`src/rtl/rtc_pkg.sv`:
```
// rtl/rtc_pkg.sv - shared state encoding and default addresses for the RTC access sequencer
package rtc_pkg;

   typedef enum logic [2:0] {
      ST_IDLE  = 3'd0,
      ST_CMD_A = 3'd1,
      ST_CMD_D = 3'd2,
      ST_REG_A = 3'd3,
      ST_REG_D = 3'd4,
      ST_FIN   = 3'd5
   } state_t;

   localparam int         SEL_W_DEF     = 4;
   localparam logic [3:0] ADDR_CMD_DEF  = 4'hD;
   localparam logic [3:0] ADDR_BASE_DEF = 4'h4;
   localparam logic [SEL_W_DEF-1:0] SEL_CMD = {SEL_W_DEF{1'b1}};

endpackage

```
`src/rtl/secuenciador_lectura_rtc.sv`:
```
// rtl/secuenciador_lectura_rtc.sv - walks a command access plus N_REG register accesses, each address-then-data
module secuenciador_lectura_rtc
   import rtc_pkg::*;
#(
   parameter int                N_REG     = 9,
   parameter int                ADDR_W    = 4,
   parameter int                SEL_W     = 4,
   parameter logic [ADDR_W-1:0] ADDR_BASE = ADDR_BASE_DEF,
   parameter logic [ADDR_W-1:0] ADDR_CMD  = ADDR_CMD_DEF,
   parameter bit                CMD_EN    = 1'b1
) (
   input  logic              clk,
   input  logic              reset_n,
   input  logic              start,
   input  logic              modo,
   input  logic              bus_done,
   output logic              ocupado,
   output logic              fin,
   output logic              op,
   output logic              i_en,
   output logic              ad,
   output logic              lw,
   output logic [ADDR_W-1:0] addr,
   output logic [SEL_W-1:0]  sel_reg
);

   localparam logic [SEL_W-1:0] L_SEL_CMD  = {SEL_W{1'b1}};
   localparam logic [SEL_W-1:0] L_IDX_LAST = SEL_W'(N_REG - 1);

   if (N_REG < 1 || N_REG > (2 ** SEL_W) - 1) begin : g_bad_n_reg
      $error("N_REG must be in 1..2**SEL_W-1");
   end

   state_t           r_state;
   state_t           w_state_nxt;
   logic [SEL_W-1:0] r_idx;
   logic [SEL_W-1:0] w_idx_nxt;
   logic             r_modo;
   logic             w_modo_nxt;

   logic              r_ocupado, r_fin, r_op, r_i_en, r_ad, r_lw;
   logic [ADDR_W-1:0] r_addr;
   logic [SEL_W-1:0]  r_sel_reg;

   logic              w_ocupado, w_fin, w_op, w_i_en, w_ad, w_lw;
   logic [ADDR_W-1:0] w_addr;
   logic [SEL_W-1:0]  w_sel_reg;

   always_ff @(posedge clk or negedge reset_n) begin
      if (!reset_n) begin
         r_state <= ST_IDLE;
         r_idx   <= '0;
         r_modo  <= 1'b0;
      end else begin
         r_state <= w_state_nxt;
         r_idx   <= w_idx_nxt;
         r_modo  <= w_modo_nxt;
      end
   end

   always_comb begin
      w_state_nxt = r_state;
      w_idx_nxt   = r_idx;
      w_modo_nxt  = r_modo;
      case (r_state)
         ST_IDLE: begin
            if (start) begin
               w_modo_nxt  = modo;
               w_idx_nxt   = '0;
               w_state_nxt = CMD_EN ? ST_CMD_A : ST_REG_A;
            end
         end
         ST_CMD_A: if (bus_done) w_state_nxt = ST_CMD_D;
         ST_CMD_D: begin
            if (bus_done) begin
               w_idx_nxt   = '0;
               w_state_nxt = ST_REG_A;
            end
         end
         ST_REG_A: if (bus_done) w_state_nxt = ST_REG_D;
         ST_REG_D: begin
            if (bus_done) begin
               if (r_idx == L_IDX_LAST) begin
                  w_state_nxt = ST_FIN;
               end else begin
                  w_idx_nxt   = r_idx + SEL_W'(1);
                  w_state_nxt = ST_REG_A;
               end
            end
         end
         ST_FIN:  w_state_nxt = ST_IDLE;
         default: w_state_nxt = ST_IDLE;
      endcase
   end

   // Outputs are decoded from the next state so the registered copy lines up with the state register.
   always_comb begin
      w_ocupado = (w_state_nxt != ST_IDLE);
      w_fin     = 1'b0;
      w_op      = 1'b0;
      w_i_en    = 1'b0;
      w_ad      = 1'b0;
      w_lw      = 1'b0;
      w_addr    = '0;
      w_sel_reg = '0;
      case (w_state_nxt)
         ST_CMD_A, ST_CMD_D: begin
            w_op      = (w_state_nxt == ST_CMD_A);
            w_ad      = (w_state_nxt == ST_CMD_D);
            w_i_en    = 1'b1;
            w_lw      = w_modo_nxt;
            w_addr    = ADDR_CMD;
            w_sel_reg = L_SEL_CMD;
         end
         ST_REG_A, ST_REG_D: begin
            w_op      = (w_state_nxt == ST_REG_A);
            w_ad      = (w_state_nxt == ST_REG_D);
            w_i_en    = 1'b1;
            w_lw      = w_modo_nxt;
            w_addr    = ADDR_BASE + ADDR_W'(w_idx_nxt);
            w_sel_reg = w_idx_nxt;
         end
         ST_FIN:  w_fin = 1'b1;
         default: w_fin = 1'b0;
      endcase
   end

   always_ff @(posedge clk or negedge reset_n) begin
      if (!reset_n) begin
         r_ocupado <= 1'b0;
         r_fin     <= 1'b0;
         r_op      <= 1'b0;
         r_i_en    <= 1'b0;
         r_ad      <= 1'b0;
         r_lw      <= 1'b0;
         r_addr    <= '0;
         r_sel_reg <= '0;
      end else begin
         r_ocupado <= w_ocupado;
         r_fin     <= w_fin;
         r_op      <= w_op;
         r_i_en    <= w_i_en;
         r_ad      <= w_ad;
         r_lw      <= w_lw;
         r_addr    <= w_addr;
         r_sel_reg <= w_sel_reg;
      end
   end

   assign ocupado = r_ocupado;
   assign fin     = r_fin;
   assign op      = r_op;
   assign i_en    = r_i_en;
   assign ad      = r_ad;
   assign lw      = r_lw;
   assign addr    = r_addr;
   assign sel_reg = r_sel_reg;

endmodule

```
`config.mk`:
```
export PLATFORM = sky130hd
export DESIGN_NAME = secuenciador_lectura_rtc
export DESIGN_NICKNAME = d
export VERILOG_FILES = /design/src/rtl/rtc_pkg.sv /design/src/rtl/secuenciador_lectura_rtc.sv
export SDC_FILE = /design/constraint.sdc
export NUM_CORES = 1
export LEC_CHECK = 0
export CORE_MARGIN = 5
export CORE_UTILIZATION = 46
export CTS_BUF_LIST = sky130_fd_sc_hd__clkbuf_16
export DETAILED_ROUTE_END_ITERATION = 8
export PLACE_DENSITY = 0.77
export SLEW_MARGIN = 20
export SYNTH_ARGS = -nofsm -noshare
export SYNTH_HDL_FRONTEND = slang
export SYNTH_SLANG_ARGS = --single-unit
```
`constraint.sdc`:
```
create_clock -name clk -period 1.53 [get_ports clk]
set_input_delay 0.306 -clock clk [delete_from_list [all_inputs] [get_ports clk]]
set_output_delay 0.306 -clock clk [all_outputs]
set_load 0.1 [all_outputs]
```
=== After elaboration in Yosys (flattened, before gate mapping) ===
Index checks and enable logic that the tools add are counted.

* Register bits: 22
* Bits of input ports: 5
* Output and inout port bits: 14
* Logic and storage cells: 49

* Reduce and logical (&&, ||, !) cells: 5
* Eq/ne operators: 10
* Muxes and demuxes: 21
* $add $sub $neg: 2

{| class="wikitable"
|+ Operator list
! kind !! number
|-
| 2-to-1 mux 3 bit || 6
|-
| 2-to-1 mux 4 bit || 4
|-
| one-hot mux 4 bit (2 select lines) || 2
|-
| one-hot mux 3 bit (5 select lines) || 1
|-
| equality test 3 x 2 -> 1 bit (second input constant) || 4
|-
| one-hot mux 4 bit (3 select lines) || 1
|-
| equality test 3 bit (second input constant) || 3
|-
| equality test 3 x 1 -> 1 bit (second input constant) || 2
|-
| 2-to-1 mux 1 bit || 5
|-
| adder 3 x 4 -> 4 bit (first input constant) || 1
|-
| adder 4 x 1 -> 4 bit (second input constant) || 1
|-
| equality test 4 bit (second input constant) || 1
|-
| one-hot mux 1 bit (2 select lines) || 2
|-
| OR reduction 2 bit || 2
|-
| OR reduction 4 bit || 1
|-
| logical NOT 3 bit || 1
|-
| nonzero test 3 bit || 1
|}

=== Depth between registers and ports, before layout ===
Gate-level depths: netlist of the first run.

* Word-level depth: 7
* Gate-level depth with buffers: 7
* Gate-level depth less buffers: 7

=== Worst setup path after synthesis of the first run ===
Ideal clock, no wire load.

* Path type: reg-to-output
* Start: register r_sel_reg[0] (netlist: sel_reg[0])
* End: output port sel_reg[0]
* Slack: -0.100 ns
* Stages on the path, launching flop included: 2
* Data arrival time: 1.324 ns
* Required time: 1.224 ns
* Buffers on the path: 1
* Cell sequence: dfrtp_1 buf_4

{| class="wikitable"
|+ RTL lines
! item !! RTL line !! text
|-
| start: declaration || secuenciador_lectura_rtc.sv:43 || <nowiki>logic [SEL_W-1:0] r_sel_reg;</nowiki>
|-
| start signal: assignment || secuenciador_lectura_rtc.sv:146 || <nowiki>r_sel_reg <= w_sel_reg;</nowiki>
|-
| end: declaration || secuenciador_lectura_rtc.sv:24 || <nowiki>output logic [SEL_W-1:0] sel_reg</nowiki>
|}

No word-level cell between the ends.

=== Worst setup path after layout of the first run ===
* Start: register r_state[1]
* End: register r_addr[3] (netlist: addr[3])

* Longest elaborated chain between the ends: 5
* Elaborated cells on any way between the ends: 20
* Classes of those cells: add/sub: 1; eq/ne: 8; mux: 8; reduce/logical: 3

{| class="wikitable"
|+ RTL lines
! item !! RTL line !! text
|-
| start: declaration || secuenciador_lectura_rtc.sv:34 || <nowiki>state_t r_state;</nowiki>
|-
| start signal: assignment || secuenciador_lectura_rtc.sv:55 || <nowiki>r_state <= w_state_nxt;</nowiki>
|-
| parallel branches: the longest is 4 deep, another holds adder 3 x 4 -> 4 bit || - ||
|-
| one-hot mux 4 bit (2 select lines) (*) || secuenciador_lectura_rtc.sv:106 || <nowiki>case (w_state_nxt)</nowiki>
|-
| named net w_addr[3] || secuenciador_lectura_rtc.sv:46 || <nowiki>logic [ADDR_W-1:0] w_addr;</nowiki>
|-
| end signal: assignment || secuenciador_lectura_rtc.sv:145 || <nowiki>r_addr <= w_addr;</nowiki>
|-
| end: declaration || secuenciador_lectura_rtc.sv:42 || <nowiki>logic [ADDR_W-1:0] r_addr;</nowiki>
|}

Mark *: on every way through the listed nets, which the timed path passes.

==> flow_metrics.py, run 1 <==
metrics = {
    "worst_setup_path": {
        "slowest_delay_ps": 450,
        "arrival_ps": 1870,
        "path_class": "reg -> reg",
        "critical_path_buf_inv_count": 2,
        "cp_max_fo": 5,
        "cp-start-kind": "flip-flop",
        "cp_top_family": "simple AND/OR/NAND/NOR gates",
        "worstPathCellList": "buf_6 > and4bb_4 > buf_6 > nand4b_1 > o211ai_2 > xor2_1 > o21ai_1",
        "end_kind": "flip-flop",
        "cp_slowest_cell": "dfrtp_2",
        "worstPathRequired_ps": 1700,
        "crit_top_cell": "buf_6",
    },
    "sta": {
        "rsz0062_at_grt": "yes",
        "drv_slew": 0,
        "finalHoldViolCount": 0,
        "setup_violations": 7,
        "fmax_mhz": 589,
        "clock_skew_ps": 2.66,
        "finalCriticalPeriod_ps": 1700,
        "final.period_utilization_pct": 111,
        "fin_ws_ps": -168,
        "hold_slack_ps": 419,
        "slew_headroom_pct": 71.6,
        "tightest_slew_ps": 427,
    },
    "detailed_routing": {
        "drc": 0,
        "route.vias.total": 1052,
        "via_per_inst": 5.78,
        "wl_per_cell_um": 21.3,
        "drtPass1Iterations": 4,
        "wl_um": 3870,
        "detail-route-antenna-nets": 0,
        "drt_iter0_markers": 41,
    },
    "placed_design": {
        "place.gp.congestion": 0.899,
        "dp_slack_ps": -459,
        "io_buffers": 18,
        "dp_hpwl_um": 2020,
    },
    "finish": {
        "drive_gt1_share_pct": 55.8,
        "fin_nets": 162,
        "fill_cells": 109,
        "diodes": 0,
        "syn_to_final_growth_pct": 74.3,
    },
    "global_route": {
        "grt_pass1_wl_um": 5700,
        "overflow": 0,
        "grt_max_degree": 22,
        "antenna_found_initial": 0,
        "grtUsageTotal_pct": 22.5,
        "grt_pass1_vias": 1130,
    },
    "synthesis": {
        "synthFlopType": "dfrtp_1",
        "synth_cell_types": 45,
        "syn_nets": 111,
        "synth_edf_count": 0,
        "syn_inst": 104,
        "yosys_register_bits": 21,
        "synth.area.top_cells": "dfrtp_1, o21ai_0, inv_1",
        "synth_top_cell_area_share_pct": 47.9,
        "ys_seq_area_share_pct": 47.9,
        "postSynth.asyncResetShare_pct": 100,
        "syn_area_per_cell_um2": 10.6,
        "yosysWarnings": 0,
        "synthesis.area_um2": 1100,
        "synth.largest_area_cell": "dfrtp_1",
    },
    "clocking": {
        "cts_buffers": 3,
        "clk_pin_slew_ps": 60,
        "clockBufferDepth": 2,
        "cts_tree": "built",
        "cts.sinks": 21,
        "hold_buffers": 0,
        "root_buffer": "clkbuf_16",
        "cts.htree.levels": 1,
        "clock_latency_ps": 260,
    },
    "outcome": {
        "violations": "negative setup slack",
        "status": "finished, violations left",
    },
    "floorplan": {
        "core-area_um2": 2250,
        "dieArea_um2": 3460,
        "fp.dieW_um": 58.8,
        "io_pins": 19,
        "row_count": 17,
        "initial_core_util_pct": 48.7,
        "dieHeight_um": 58.8,
    },
    "job": {
        "maxCapViolations": 0,
    },
    "worst_hold_path": {
        "holdCritPathClass": "in -> async",
    },
}
-- synthesized netlist by cell type, drive strengths merged (2+ instances only) --
master,number
nand3b,3
a21oi,2
nor2,7
mux2i,2
inv,10
dfrtp,21
nor3,3
buf,5
and2,3
nand2,8
ha,2
xnor2,2
o22a,2
o22ai,2
o21ai,9
-- repair_timing --
item                       4_1_cts  5_1_grt
pin swaps                        9        9
buffers inserted                 5        5
resized for setup               20       21
setup endpoints to repair       11       14
-- cells in the final DEF, fill, tap and decap left out, types with 2 or more instances in the layout --
cell type	n
nand3b_1	3
and2_1	2
buf_6	4
nor3_4	2
buf_12	14
nand2_2	2
o21ai_1	2
clkbuf_16	3
buf_4	30
nand2_1	6
o21ai_0	4
xnor2_1	2
dlygate4sd2_1	2
dfrtp_1	17
o21ai_2	3
ha_4	2
inv_1	7
clkdlybuf4s50_1	2
dfrtp_2	4
nor2_1	6
inv_2	3
-- per-layer routing --
metal	track usage, %	up-vias	part of all wire (%)
li1	-	461	-
met1	26.1	521	39
met2	37.1	52	51
met3	4.39	18	5.7
met4	15.2	0	4.2
met5	0	-	0
-- per-stage QoR --
step           util (%)  TNS, ps  std cells  area [um2]
6_report           84.9     -679        182        1910
5_1_grt            84.9    -1180        182        1910
4_1_cts            79.4     -477        177        1790
3_5_place_dp       70.5    -5030        168        1590
3_3_place_gp       70.5    -3960        168        1590
2_1_floorplan         -        0        104        1100
-- kinds of logic (layout without fill, tap and decap cells) --
kind of cell	count (synthesis)	in the layout	synth area share, %
muxes	3	3	2.85
DFF	21	21	47.9
adders and majority gates	2	2	2.28
AOI/OAI and AO/OA	24	24	15.9
xor gates and xnor gates	3	3	2.39
and+or+nand+nor	35	35	21.3
buffers and inverters	16	66	7.41
-- final timing paths --
check                                          start              endpoint  slack, ps  cells past startpoint
worst max-delay path            r_state[1]$_DFF_PN0_     addr[3]$_DFF_PN0_       -170                      7
worst min-delay path                         reset_n         fin$_DFF_PN0_        420                      2
worst max register to register  r_state[1]$_DFF_PN0_     addr[3]$_DFF_PN0_       -170                      7
worst min register to register      r_modo$_DFF_PN0_      r_modo$_DFF_PN0_        550                      1
max in group asynchronous                    reset_n  sel_reg[0]$_DFF_PN0_        870                      2
min in group clk                    r_modo$_DFF_PN0_      r_modo$_DFF_PN0_        550                      1
-- cell type report --
class / instances / area (um2) / area share, %
clock buffer: 3 / 75.1 / 3.92
clock inverter: 1 / 5.00 / 0.262
inverter: 10 / 37.5 / 1.96
multi-input combinational: 67 / 642 / 33.6
sequential: 21 / 531 / 27.7
tap: 28 / 35.0 / 1.83
timing repair buffer: 52 / 588 / 30.7
Power of run 1 is not shown: default switching activity piles up to over one toggle a cycle in this logic, so the estimate is an artifact.
==> inputs of run 2 (changes only) <==
- ABC_CLOCK_PERIOD_IN_PS: default -> 1530
- CAP_MARGIN: default -> 20
- CORE_MARGIN: 5 -> default
==> run 2 against run 1 <==
Non-clock buffer count increased by 6. The run still ends with negative setup slack left. Sequential cell count unchanged. Routed wire length increased by 0.90%. Clock skew about the same. Final cell count increased by 3.3%. Via count increased by 2.9%. Die area decreased by 25%. Critical endpoint unchanged.
==> flow_metrics.py, run 2 (synthesis gave the netlist of run 1 again) <==
metrics = {
    "outcome": {
        "status": "finished, violations left",
        "violations": "negative setup slack",
    },
    "global_route": {
        "grt_pass1_wl_um": 5620,
        "grt_max_degree": 22,
        "antenna_found_initial": 0,
        "grtUsageTotal_pct": 30.8,
        "grt_pass1_vias": 1069,
        "overflow": 0,
    },
    "finish": {
        "final_cell_mix": "buf_4, dfrtp_1, buf_12",
        "syn_to_final_growth_pct": 77.5,
        "fill_cells": 91,
        "final_common_cell": "buf_4",
        "multiInputGateArea_um2": 624,
        "fin_util_pct": 87.2,
        "diodes": 0,
        "drive_gt1_share_pct": 58.1,
        "fin_nets": 168,
        "fin_cells": 188,
        "regArea_um2": 531,
    },
    "sta": {
        "hold_slack_ps": 392,
        "setup_violations": 8,
        "fin_ws_ps": -151,
        "clock_skew_ps": 2.71,
        "fmax_mhz": 595,
        "finalCriticalPeriod_ps": 1680,
        "tightest_slew_ps": 379,
        "finalHoldViolCount": 0,
        "final.period_utilization_pct": 110,
        "rsz0062_at_grt": "yes",
        "drv_slew": 0,
        "slew_headroom_pct": 74.7,
    },
    "clocking": {
        "cts_buffers": 3,
        "clock_latency_ps": 250,
        "root_buffer": "clkbuf_16",
        "clk_pin_slew_ps": 60,
        "cts.htree.levels": 1,
        "cts.sinks": 21,
        "cts_tree": "built",
        "clockBufferDepth": 2,
    },
    "floorplan": {
        "io_pins": 19,
        "initial_core_util_pct": 49.1,
        "core-area_um2": 2230,
        "dieArea_um2": 2580,
        "row_count": 17,
        "dieHeight_um": 50.8,
        "fp.dieW_um": 50.8,
    },
    "worst_setup_path": {
        "end_kind": "flip-flop",
        "cp-start-kind": "flip-flop",
        "worstPathRequired_ps": 1660,
        "arrival_ps": 1810,
        "path_class": "reg -> reg",
        "cp_max_fo": 4,
        "timing.rr.end": "addr[3]$_DFF_PN0_",
        "r2r_slack_ps": -150,
        "crit_end": "addr[3]$_DFF_PN0_",
        "r2r-start": "r_idx[1]$_DFF_PN0_",
        "critical_path.startpoint": "r_idx[1]$_DFF_PN0_",
        "rr_worst_depth": 7,
    },
    "detailed_routing": {
        "detail-route-antenna-nets": 0,
        "route.vias.total": 1083,
        "drtPass1Iterations": 4,
        "wl_um": 3910,
        "drt_iter0_markers": 27,
        "wl_per_cell_um": 20.8,
        "via_per_inst": 5.76,
        "drc": 0,
    },
    "placed_design": {
        "place.gp.congestion": 0.890,
        "dp_hpwl_um": 1840,
        "io_buffers": 18,
        "placedCellCount": 165,
    },
    "worst_hold_path": {
        "holdCritPathClass": "in -> async",
    },
    "job": {
        "maxCapViolations": 0,
    },
}
[run 2: metrics by stage]
stage / setup WS [ps] / setup TNS [ps] / area (um2)
after CTS: -29.0 / -73.2 / 1890
after global placement: -379 / -3910 / 1570
after global routing: -201 / -963 / 1950
after detailed placement: -471 / -4960 / 1570
after floorplan: 59.6 / 0 / 1100
final: -151 / -558 / 1950
[run 2: layout make-up]
cell class / count / share of cell area [%]
Clock buffer: 3 / 3.85
Clock inverter: 1 / 0.193
Inverter: 10 / 1.93
Multi-Input combinational cell: 67 / 32.0
Sequential cell: 21 / 27.2
Tap cell: 28 / 1.80
Timing Repair Buffer: 58 / 32.9
[run 2: how the worst min path moves through the flow]
| stage | start | endpoint | slack (ps) | cells past startpoint |
|---|---|---|---|---|
| after detailed placement | r_modo$_DFF_PN0_ | r_modo$_DFF_PN0_ | 480 | 1 |
| after floorplan | reset_n | ad$_DFF_PN0_ | 10 | 0 |
| after global routing | reset_n | fin$_DFF_PN0_ | 450 | 2 |
| after CTS | reset_n | ocupado$_DFF_PN0_ | 400 | 2 |
| after global placement | r_modo$_DFF_PN0_ | r_modo$_DFF_PN0_ | 480 | 1 |
| final | reset_n | ocupado$_DFF_PN0_ | 390 | 2 |
[run 2: what timing repair did]
item	CTS	global route
pin swaps	9	7
gates resized for setup	29	16
buffers inserted	17	2
hold buffers	0	0
endpoints found under the setup margin	8	11
[run 2: critical path, stage by stage, from the launching register on]
cell and delay (ps):
dfrtp_1 400, buf_4 170, ha_1 230, nand2_1 140, nor4_4 260, nor3_2 100
xor2_1 180, o21ai_1 80
[run 2: layer usage]
layer	vias up	wire length (um)	track usage [%]
met2	65	1980	54.0
li1	473	-	-
met3	18	301	3.57
met4	0	133	11.6
met1	527	1490	39.1
met5	-	0	0
Power of run 2 is left out for the same reason.
